**src/rtl/register_file_scoreboard.sv**
```systemverilog
// Parametrised register file with a per-register pending scoreboard for decode stalls.
// Optional macro REGFILE_BYPASS_EN enables write-through forwarding on the read and busy outputs.
module register_file_scoreboard #(
  parameter int DataWidth    = 16,
  parameter int RegCount     = 8,
  parameter int AddrWidth    = $clog2(RegCount),
  parameter int FlagsAddress = RegCount - 1,
  parameter int ZeroReg      = 0
) (
  input  logic                          Clk,
  input  logic                          Reset,
  input  logic [AddrWidth-1:0]          AddrB,
  input  logic [AddrWidth-1:0]          AddrC,
  output logic [DataWidth-1:0]          OutDataB,
  output logic [DataWidth-1:0]          OutDataC,
  output logic [DataWidth-1:0]          OutFlags,
  input  logic                          WriteEnable,
  input  logic [AddrWidth-1:0]          AddrA,
  input  logic [DataWidth-1:0]          InDataA,
  input  logic                          UpdateFlags,
  input  logic [DataWidth-1:0]          InNewFlags,
  input  logic                          IssueValid,
  input  logic [AddrWidth-1:0]          IssueAddr,
  input  logic                          IssueFlags,
  output logic                          BusyB,
  output logic                          BusyC,
  output logic                          BusyFlags,
  output logic                          Stall,
  input  logic                          StallQualify,
  output logic [RegCount-1:0]           PendingMask,
  output logic [DataWidth*RegCount-1:0] DebugData
);

  localparam logic [AddrWidth-1:0] FLAGS_IDX = AddrWidth'(FlagsAddress);
  localparam bit ZERO_EN = (ZeroReg != 0);

  typedef logic [DataWidth-1:0] word_t;

  word_t               regs_q [RegCount];
  word_t               regs_d [RegCount];
  logic [RegCount-1:0] pending_q, pending_d;
  logic [RegCount-1:0] set_vec, clr_vec, pend_eff;

  // IssueValid and WriteEnable/UpdateFlags are single-cycle strobes with no
  // back-pressure: each is consumed on the edge where it is high, and decode
  // is expected to hold issue off itself while Stall is asserted.
  always_comb begin
    set_vec = '0;
    clr_vec = '0;
    for (int i = 0; i < RegCount; i++) begin
      set_vec[i] = IssueValid  & (IssueAddr == AddrWidth'(i));
      clr_vec[i] = WriteEnable & (AddrA     == AddrWidth'(i));
    end
    set_vec[FlagsAddress] = set_vec[FlagsAddress] | (IssueValid & IssueFlags);
    clr_vec[FlagsAddress] = clr_vec[FlagsAddress] | UpdateFlags;
    if (ZERO_EN) begin
      set_vec[0] = 1'b0;
      clr_vec[0] = 1'b0;
    end
  end

  // A fresh issue beats a writeback landing on the same edge.
  always_comb begin
    pending_d = set_vec | (pending_q & ~clr_vec);
  end

  always_comb begin
    regs_d = regs_q;
    if (WriteEnable && !(ZERO_EN && AddrA == '0)) begin
      regs_d[AddrA] = InDataA;
    end
    if (UpdateFlags) begin
      regs_d[FLAGS_IDX] = InNewFlags;
    end
    if (ZERO_EN) begin
      regs_d[0] = '0;
    end
  end

  always_ff @(posedge Clk) begin
    if (Reset) begin
      for (int i = 0; i < RegCount; i++) begin
        regs_q[i] <= '0;
      end
      pending_q <= '0;
    end else begin
      regs_q    <= regs_d;
      pending_q <= pending_d;
    end
  end

`ifdef REGFILE_BYPASS_EN
  function automatic word_t fwd_read(input logic [AddrWidth-1:0] addr);
    word_t v;
    v = regs_q[addr];
    if (!Reset && !(ZERO_EN && addr == '0)) begin
      if (UpdateFlags && addr == FLAGS_IDX) begin
        v = InNewFlags;
      end else if (WriteEnable && addr == AddrA) begin
        v = InDataA;
      end
    end
    return v;
  endfunction

  always_comb begin
    OutDataB = fwd_read(AddrB);
    OutDataC = fwd_read(AddrC);
    OutFlags = fwd_read(FLAGS_IDX);
    pend_eff = Reset ? pending_q : (pending_q & ~(clr_vec & ~set_vec));
  end
`else
  always_comb begin
    OutDataB = regs_q[AddrB];
    OutDataC = regs_q[AddrC];
    OutFlags = regs_q[FLAGS_IDX];
    pend_eff = pending_q;
  end
`endif

  always_comb begin
    BusyB       = pend_eff[AddrB];
    BusyC       = pend_eff[AddrC];
    BusyFlags   = pend_eff[FlagsAddress];
    Stall       = StallQualify & (BusyB | BusyC | BusyFlags);
    PendingMask = pending_q;
  end

  // DebugData always shows committed state, never forwarded values.
  always_comb begin
    DebugData = '0;
    for (int i = 0; i < RegCount; i++) begin
      DebugData[i*DataWidth +: DataWidth] = regs_q[i];
    end
  end

endmodule

```
**config.mk**
```make
export PLATFORM = sky130hd
export DESIGN_NAME = register_file_scoreboard
export DESIGN_NICKNAME = d
export VERILOG_FILES = /design/src/rtl/register_file_scoreboard.sv
export SDC_FILE = /design/constraint.sdc
export NUM_CORES = 1
export LEC_CHECK = 0
export ABC_CLOCK_PERIOD_IN_PS = 2200
export CAP_MARGIN = 10
export CORE_UTILIZATION = 42
export DETAILED_ROUTE_END_ITERATION = 10
export PLACE_DENSITY_LB_ADDON = 0.08
export SLEW_MARGIN = 20
export SYNTH_ARGS = -nofsm -noshare
export SYNTH_HDL_FRONTEND = slang
export SYNTH_SLANG_ARGS = --single-unit
```
**constraint.sdc**
```tcl
create_clock -name Clk -period 2.2 [get_ports Clk]
set_input_delay 0.44 -clock Clk [delete_from_list [all_inputs] [get_ports Clk]]
set_output_delay 0.44 -clock Clk [all_outputs]
set_load 0.05 [all_outputs]
```
==> qor.csv, run 1 <==
stage,metric,value,unit
status,status,"complete, but fails checks",
status,violations,setup timing,
routing,drt-initial-drc-count,543,
setup_path,worstPathMaxFanout,4,
yosys,yosysWarnings,0,
clocking,clk_latency,0.42,ns
yosys,synth_edf_count,0,
power,peakVddDrop,0.000547,V
routing,drc,0,
power,combPwrFrac,20.1,%
timing,hold_viol,0,
timing,finClkSkew,0,ns
power,p_per_area,657,mW/mm²
floorplanning,core,0.0166,mm²
power,seqPwrFrac,36.7,%
setup_path,reg2reg_depth,2,
floorplanning,start_util,43.2,%
min_path,hold_path_class,reg -> reg,
yosys,synth_top_cell_area_share,37.9,%
cells_and_area,fillers,1372,
global_routing,grt-ovfl-total,0,
yosys,synth_area,0.00719,mm²
timing,fin_ws,-0.253,ns
routing,wl_per_cell,22.1,µm
setup_path,crit_type,reg -> out,
yosys,synth_top_family_by_area,multiplexers,
placement,io_buffers,238,
floorplanning,die_w,133,µm
setup_path,required,1.76,ns
placement,post-dp-hpwl,18.9,mm
setup_path,cp-start-kind,flop,
setup_path,end_kind,output pin,
routing,vias,6929,
timing,worstMarginPinSlew,0.611,ns
yosys,ys_top_cells_by_area,"dfxtp_1 (38%), mux4_2 (21%), nand2_1 (12%)",
routing,viasPerCell,5.74,
floorplanning,die_h,133,µm
clocking,cts_tree,yes,
timing,period_needed,2.45,ns
floorplanning,die-area,0.0176,mm²
cells_and_area,insertedDiodeCount,0,
timing,finalSetupViolations,5,
clocking,htreeDepth,4,
power,p_sw_share,28.3,%
yosys,synth-compound-area-share,10.6,%
cells_and_area,drive_above_1_share,27.0,%
yosys,netlist_instances,762,
timing,slew_violations,0,
yosys,ys.flop_type,dfxtp_1,
power,clockPowerShare,43.2,%
yosys,synth_area_per_cell,9.43,µm²
power,internal_power,5130,µW
timing,rsz0062_at_grt,true,
global_routing,grt_start_max_net_pins,50,
yosys,synth.distinct_cells,29,
yosys,yosysSeqAreaShare,37.9,%
cells_and_area,post-route-util,65.4,%
global_routing,grt_pass1_vias,6793,
yosys,synthArstFlopShare,0,%
yosys,synthXorXnorAreaFrac,0,%
global_routing,grt_pass1_wl,40.0,mm
global_routing,grtUsageTotal,30.5,%
clocking,clkTransAtPathRegs,0.06,ns
yosys,yosys.area_share.simple,15.6,%
yosys,synthAdderAreaFrac,0,%
power,power.switching,2030,µW
job,cap_violations,0,
yosys,synth_mux_area_share,28.9,%
setup_path,cp_data_arrival_time,2.01,ns
clocking,cts_buffers,17,
clocking,holdBufCountCts,0,
power,power,7160,µW
timing,fmax,408,MHz
timing,max_slew_margin,59.1,%
yosys,synth_top_area_cell,dfxtp_1,
global_routing,antenna_found_initial,0,
clocking,cts.sinks,136,
yosys,syn-num-nets,813,
floorplanning,ios,239,
clocking,cts_buffer_depth,2,
clocking,clk_root_buffer_cell,clkbuf_16,
placement,routabilityCongestion,0.924,
routing,drtAntennaViolNets,0,
routing,routed_wl,26.7,mm
cells_and_area,fin_nets,1027,
timing,finalSetupTns,-0.319,ns
timing,final.period_utilization,111,%
power,leakagePower,0.00403,µW
floorplanning,row_count,47,
cells_and_area,syn_to_final_growth,51.5,%
min_path,min_path_cells,2,
yosys,synth-seq-cells,136,
routing,drt-pass1-iter-count,5,
==> power by group through the flow <==
stage	clock network (µW)	registers (µW)	logic [µW]
after global routing	3240	2630	1490
final	3090	2620	1440
after global placement	0	2670	1340
after CTS	3120	2620	1410
after detailed placement	0	2670	1350
after floorplan	0	2880	648
==> sequential cells by signal (all words and copies together), names as in the netlist <==
register / cells
DebugData: 112
PendingMask: 8
OutFlags: 16
==> worst max-delay path: stages (launching register included) <==
cell and delay [ns]:
dfxtp_2 0.34, mux4_2 0.46, mux2_4 0.30, o31a_4 0.34, buf_8 0.15
==> layer usage <==
layer | track usage (%) | vias to the layer above | wire length [µm]
li1 | - | 3100 | -
met3 | 6.93 | 75 | 2340
met5 | 0 | - | 0
met1 | 35.6 | 3369 | 9860
met4 | 14.0 | 0 | 944
met2 | 53.1 | 385 | 13600
==> final timing paths <==
| path | slack (ns) | startpoint | to |
|---|---|---|---|
| worst min-delay path | 0.47 | DebugData[53] | DebugData[53] |
| worst max-delay path | -0.25 | PendingMask[5] | Stall |
| worst max register to register | 1.36 | OutFlags[11] | OutFlags[11] |
| worst min register to register | 0.47 | DebugData[53] | DebugData[53] |
==> layout make-up <==
type | count | area (µm²) | area share, %
clock inverter | 12 | 200 | 1.84
multi-input combinational | 524 | 4050 | 37.2
timing repair buffer | 296 | 3160 | 29.0
clock buffer | 19 | 433 | 3.98
inverter | 1 | 3.75 | 0.0345
tap | 220 | 275 | 2.53
sequential | 136 | 2770 | 25.4
==> cells by family (layout without fill, tap and decap cells) <==
family | Yosys count | in the layout
flops | 136 | 136
mux | 118 | 118
buf+inv | 102 | 328
compound gates | 138 | 138
simple gates | 268 | 268
==> metrics by stage <==
step                      instance area (µm²)  setup slack (ns)  std cells  hold WS, ns
final                                   10900            -0.253       1208        0.473
after global routing                    10900            -0.288       1208        0.482
after CTS                               10700            -0.238       1205        0.470
after detailed placement                 9810            -0.329       1169        0.475
after global placement                   9810            -0.302       1169        0.466
after floorplan                          7220           -0.0551        762        0.597
==> cell usage after synthesis, drive strengths merged (4+ instances only) <==
master,n
buf,48
a32oi,4
mux2,34
mux2i,16
nor2,24
nand2,224
dfxtp,136
mux4,68
a21oi,113
clkbuf,53
a211oi,16
==> repair_timing <==
| item | CTS | global route |
|---|---|---|
| cloned | 4 | 0 |
| pin swaps | 1 | 1 |
| setup buffers | 1 | 6 |
| resized for setup | 59 | 55 |
| endpoints found under the setup margin | 35 | 29 |
==> placed cells by master (no fill, tap or decap), drive strengths merged, types with 2 or more instances in the layout <==
cell           Yosys  layout
nand2            224     224
clkdlybuf4s50      0     194
dfxtp            136     136
a21oi            113     113
buf               48      98
mux4              68      68
mux2              34      34
nor2              24      24
clkbuf            53      19
mux2i             16      16
a211oi            16      16
bufinv             0       5
a32oi              4       4
and4b              3       3
nand4b             3       3
nand4bb            3       3
nor2b              3       3
clkinvlp           0       3
a22oi              3       3
nor4bb             3       3
clkinv             0       3
dlygate4sd2        0       2
dlymetal6s2s       0       2
inv                1       2
No activity file was read; power rests on OpenSTA's default activity.
==> run 2: changes to the inputs <==
--- a/config.mk
+++ b/config.mk
@@ -10,6 +10,7 @@
 export CORE_UTILIZATION = 42
 export DETAILED_ROUTE_END_ITERATION = 10
 export PLACE_DENSITY_LB_ADDON = 0.08
+export REMOVE_ABC_BUFFERS = 1
 export SLEW_MARGIN = 20
 export SYNTH_ARGS = -nofsm -noshare
 export SYNTH_HDL_FRONTEND = slang
==> qor.csv, run 2 (synthesized netlist as in run 1, its figures left out) <==
stage,metric,value,unit,change
timing,fin_ws,-0.184,ns,+0.0688 ns
setup_path,reg2reg_depth,2,,unchanged
floorplanning,ios,239,,unchanged
routing,wl_per_cell,21.8,µm,-1.6%
placement,post-dp-hpwl,18.2,mm,-3.8%
timing,hold_viol,0,,unchanged
timing,max_slew_margin,58.1,%,-0.98 points
power,internal_power,5140,µW,+0.16%
power,power,7170,µW,+0.15%
job,cap_violations,0,,unchanged
timing,finalSetupTns,-0.424,ns,-0.105 ns
setup_path,crit_type,reg -> out,,
clocking,htreeDepth,4,,unchanged
routing,drc,0,,unchanged
timing,fmax,419,MHz,+2.9%
global_routing,grt-ovfl-total,0,,unchanged
routing,drtAntennaViolNets,0,,unchanged
placement,routabilityCongestion,0.864,,-6.6%
global_routing,grt_start_max_net_pins,137,,+170%
cells_and_area,drive_above_1_share,25.7,%,-1.3 points
timing,final.period_utilization,108,%,-3.1 points
setup_path,r2r_start,OutFlags[13],,
setup_path,cp_data_arrival_time,1.94,ns,-0.07 ns
power,power.switching,2030,µW,+0.13%
floorplanning,die_w,133,µm,unchanged
setup_path,required,1.76,ns,about the same
timing,slew_violations,0,,unchanged
clocking,clk_latency,0.43,ns,about the same
setup_path,ff2ff_setup_slack,1.33,ns,-0.03 ns
floorplanning,die-area,0.0176,mm²,unchanged
power,clockPowerShare,42.9,%,-0.3 points
clocking,clk_root_buffer_cell,clkbuf_16,,
floorplanning,core,0.0166,mm²,unchanged
timing,period_needed,2.38,ns,-0.0688 ns
cells_and_area,mostFrequentLayoutCells,"nand2_1 (224), clkdlybuf4s50_1 (196), dfxtp_1 (127)",,
power,peakVddDrop,0.000555,V,+1.5%
setup_path,r2r-end,OutFlags[13],,
cells_and_area,insertedDiodeCount,0,,unchanged
timing,finClkSkew,0,ns,unchanged
cells_and_area,final_common_cell,nand2_1,,
power,leakagePower,0.00410,µW,+1.8%
clocking,clkTransAtPathRegs,0.06,ns,about the same
setup_path,endpoint,Stall,,
power,p_per_area,646,mW/mm²,-1.7%
global_routing,grtUsageTotal,30.4,%,-0.095 points
cells_and_area,syn_to_final_growth,54.3,%,
timing,hold_ws,0.481,ns,+0.00760 ns
clocking,cts_tree,yes,,
clocking,cts_buffers,17,,unchanged
power,seqPwrFrac,36.5,%,-0.2 points
timing,rsz0062_at_grt,true,,
timing,finalSetupViolations,10,,+5
clocking,cts.sinks,136,,unchanged
setup_path,cp-start-kind,flop,,
routing,viasPerCell,5.79,,+0.95%
setup_path,critPathLaunch,PendingMask[3],,
power,p_sw_share,28.3,%,about the same
global_routing,grt_pass1_wl,40.3,mm,+0.84%
routing,routed_wl,26.6,mm,-0.58%
power,combPwrFrac,20.6,%,+0.5 points
setup_path,end_kind,output pin,,
global_routing,grt_pass1_vias,6951,,+2.3%
routing,vias,7070,,+2.0%
setup_path,worstPathMaxFanout,4,,unchanged
routing,drt-initial-drc-count,644,,+19%
cells_and_area,fillers,1281,,-6.6%
floorplanning,row_count,47,,unchanged
status,violations,setup timing,,
global_routing,antenna_found_initial,0,,unchanged
floorplanning,start_util,43.2,%,unchanged
cells_and_area,largest_register_ffs,112,,unchanged
routing,drt-pass1-iter-count,6,,+1
cells_and_area,fin_nets,1039,,+1.2%
min_path,hold_path_class,reg -> reg,,
timing,worstMarginPinSlew,0.628,ns,+0.0166 ns
status,status,"complete, but fails checks",,
floorplanning,die_h,133,µm,unchanged
clocking,cts_buffer_depth,2,,unchanged
placement,io_buffers,238,,unchanged
-- run 2: layer usage --
layer  global-route usage (%)  share of wire, %  up-vias
met5                        0                 0        -
met4                     10.8               2.2        0
met3                     7.05               8.4       45
met2                     49.9                49      402
met1                     39.2                41     3499
li1                         -                 -     3124
-- run 2: critical path, cell delays in order (launching register included) --
cell,delay [ns]
dfxtp_1,0.34
mux4_2,0.45
mux2_4,0.28
o31a_1,0.29
buf_6,0.16
-- run 2: power groups by stage --
stage / clock (µW) / combinational [µW] / sequential (µW)
floorplan: 0 / 388 / 2960
global placement: 0 / 1370 / 2660
detailed placement: 0 / 1380 / 2670
CTS: 3090 / 1490 / 2610
global route: 3200 / 1530 / 2630
finish: 3070 / 1480 / 2620
-- run 2: stage by stage --
step	util (%)	cells	area, µm²	setup WS (ns)
final	66.6	1221	11100	-0.184
after global routing	66.6	1221	11100	-0.253
after CTS	66.9	1225	11100	-0.186
after detailed placement	60.3	1180	10000	-0.330
after global placement	60.3	1180	10000	-0.290
after floorplan	-	661	6680	-0.431
-- run 2: cell type report --
type | count | area, µm² | area share [%]
clock inverters | 11 | 170 | 1.53
flip-flops and latches | 136 | 2740 | 24.7
repair buffers | 308 | 3340 | 30.1
well taps | 220 | 275 | 2.48
clock buffers | 21 | 470 | 4.24
inverters | 1 | 3.75 | 0.0339
multi-input cells | 524 | 4090 | 36.9
-- run 2: timing repair --
action                                  CTS  global route
endpoints found under the setup margin   35            35
gates resized for setup                  78            23
pin swaps                                 1             0
cloned                                    4             0
buffers inserted                          9             6
hold buffers                              0             0
-- run 2: worst min path at each step --
stage / end / start / cells past startpoint
finish: DebugData[106] / DebugData[106] / 2
global route: DebugData[105] / DebugData[105] / 2
CTS: DebugData[106] / DebugData[106] / 2
detailed placement: DebugData[106] / DebugData[106] / 2
global placement: DebugData[81] / DebugData[81] / 2
floorplan: DebugData[0] / Reset / 1
==> run 3: changes to the inputs <==
--- a/config.mk
+++ b/config.mk
@@ -9,7 +9,8 @@
 export CAP_MARGIN = 10
 export CORE_UTILIZATION = 42
 export DETAILED_ROUTE_END_ITERATION = 10
-export PLACE_DENSITY_LB_ADDON = 0.08
+export GPL_ROUTABILITY_DRIVEN = 0
+export PLACE_DENSITY = 0.77
 export REMOVE_ABC_BUFFERS = 1
 export SLEW_MARGIN = 20
 export SYNTH_ARGS = -nofsm -noshare
==> qor.csv, run 3 (synthesized netlist as in run 1, its figures left out) <==
stage,metric,value,unit,change
min_path,hold_path_class,reg -> reg,,
cells_and_area,drive_above_1_share,24.2,%,-1.5 points
clocking,htreeDepth,4,,unchanged
power,p_per_area,631,mW/mm²,-2.4%
timing,fmax,421,MHz,+0.28%
clocking,holdBufCountCts,0,,unchanged
setup_path,crit_type,reg -> out,,
placement,dp.cells,1171,,-0.76%
timing,worstMarginPinSlew,0.639,ns,+0.0110 ns
status,status,"complete, but fails checks",,
cells_and_area,final_common_cell,nand2_1,,
routing,viasPerCell,5.68,,-1.9%
floorplanning,row_count,47,,unchanged
setup_path,worstPathMaxFanout,4,,unchanged
power,power,6720,µW,-6.2%
clocking,cts_tree,yes,,
floorplanning,die_w,133,µm,unchanged
floorplanning,die-area,0.0176,mm²,unchanged
cells_and_area,mostFrequentLayoutCells,"nand2_1 (224), clkdlybuf4s50_1 (195), dfxtp_1 (129)",,
timing,final.period_utilization,108,%,-0.31 points
global_routing,antenna_found_initial,0,,unchanged
timing,rsz0062_at_grt,true,,
min_path,hold_path_startpoint,DebugData[17],,
status,violations,setup timing,,
job,cap_violations,0,,unchanged
placement,io_buffers,238,,unchanged
setup_path,path_cells,mux4_2 -> mux2_4 -> o31a_1 -> buf_6,,
setup_path,end_kind,output pin,,
routing,vias,6861,,-3.0%
cells_and_area,instances_no_fill,1208,,-1.1%
timing,max_slew_margin,57.4,%,-0.74 points
power,peakVddDrop,0.000534,V,-3.7%
clocking,clk_latency,0.41,ns,-0.02 ns
setup_path,required,1.76,ns,about the same
setup_path,slowest_stage,mux4_2,,
clocking,clk_root_buffer_cell,clkbuf_16,,
floorplanning,ios,239,,unchanged
timing,period_needed,2.38,ns,-0.00676 ns
timing,slew_violations,0,,unchanged
setup_path,r2r_start,OutFlags[1],,
routing,drc,0,,unchanged
routing,drt-initial-drc-count,578,,-10%
cells_and_area,fin_nets,1028,,-1.1%
cells_and_area,fillers,1327,,+3.6%
clocking,clkTransAtPathRegs,0.05,ns,about the same
routing,drtAntennaViolNets,0,,unchanged
placement,pre_cts_ws,-0.425,ns,-0.0950 ns
floorplanning,core,0.0166,mm²,unchanged
setup_path,critPathLaunch,PendingMask[7],,
global_routing,grt_start_max_net_pins,137,,unchanged
setup_path,cp-start-kind,flop,,
power,leakagePower,0.00392,µW,-4.3%
global_routing,grt_pass1_vias,6535,,-6.0%
routing,routed_wl,24.4,mm,-8.1%
floorplanning,start_util,43.2,%,unchanged
setup_path,max_stage_delay,0.46,ns,about the same
clocking,cts_buffer_depth,2,,unchanged
routing,wl_per_cell,20.2,µm,-7.1%
timing,hold_viol,0,,unchanged
timing,finalSetupViolations,3,,-7
timing,finClkSkew,0,ns,unchanged
cells_and_area,insertedDiodeCount,0,,unchanged
clocking,cts_buffers,17,,unchanged
timing,fin_ws,-0.177,ns,+0.00676 ns
global_routing,grt-ovfl-total,0,,unchanged
clocking,cts.sinks,136,,unchanged
cells_and_area,syn_to_final_growth,48.2,%,
placement,post-dp-hpwl,16.4,mm,-9.5%
setup_path,cp_data_arrival_time,1.94,ns,about the same
cells_and_area,largest_register_ffs,112,,unchanged
routing,drt-pass1-iter-count,5,,-1
global_routing,grt_pass1_wl,37.6,mm,-6.8%
global_routing,grtUsageTotal,27.9,%,-2.5 points
floorplanning,die_h,133,µm,unchanged
[run 3: cell types whose count changed in the layout (fill, tap and decap cells not counted), moves of 4 or more]
cell / previous run / this run
mux2_2: 11 / 32
mux2_4: 23 / 2
buf_4: 51 / 67
buf_6: 17 / 6
buf_8: 11 / 3
buf_12: 25 / 18
clkbuf_1: 1 / 5
[run 3: report_power, final]
part | leakage [µW] | total [µW] | internal (µW) | switching [µW]
sequential | 0.00111 | 2620 | 2540 | 80.1
combinational | 0.00254 | 1400 | 570 | 827
clock | 0.000277 | 2710 | 1720 | 984
[run 3: timing repair]
item	CTS	global route
pin swaps	1	1
gates cloned	4	0
endpoints found under the setup margin	35	22
gates resized for setup	34	12
buffers inserted	3	1
[run 3: cell type report]
cell class | instances | area [µm²] | area share [%]
clock buffer | 28 | 527 | 4.95
clock inverter | 2 | 35.0 | 0.329
inverter | 1 | 3.75 | 0.0352
multi-input combinational | 524 | 4010 | 37.7
sequential | 136 | 2730 | 25.7
tap | 220 | 275 | 2.58
timing repair buffer | 297 | 3070 | 28.8
[run 3: layer usage]
metal	track usage (%)	vias up	routed length [µm]	share of wire, %
met3	4.56	46	1890	7.7
li1	-	3105	-	-
met4	11.0	0	629	2.6
met1	35.9	3328	9780	40
met2	46.7	382	12100	50
met5	0	-	0	0
[run 3: final timing paths]
kind / end / slack [ns] / cells after the start
setup / recovery: Stall / -0.18 / 4
hold / removal: DebugData[17] / 0.49 / 2
setup reg to reg: OutFlags[1] / 1.35 / 2
hold reg to reg: DebugData[17] / 0.49 / 2
[run 3: critical path: cells and delay by family, from the launching register on]
family / cells / cell delay [ns]
buffers and inverters: 1 / 0.15
AO/OA/AOI/OAI: 1 / 0.29
flip-flops: 1 / 0.34
multiplexers: 2 / 0.74
[run 3: metrics by stage]
| step | hold WS, ns | instance area (µm²) | TNS [ns] | utilization (%) |
|---|---|---|---|---|
| 2_1_floorplan | 0.509 | 6680 | -0.431 | - |
| 3_3_place_gp | 0.465 | 9830 | -6.25 | 59.0 |
| 3_5_place_dp | 0.477 | 9830 | -6.84 | 59.0 |
| 4_1_cts | 0.484 | 10600 | -0.339 | 63.8 |
| 5_1_grt | 0.507 | 10700 | -0.447 | 64.0 |
| 6_report | 0.486 | 10700 | -0.297 | 64.0 |
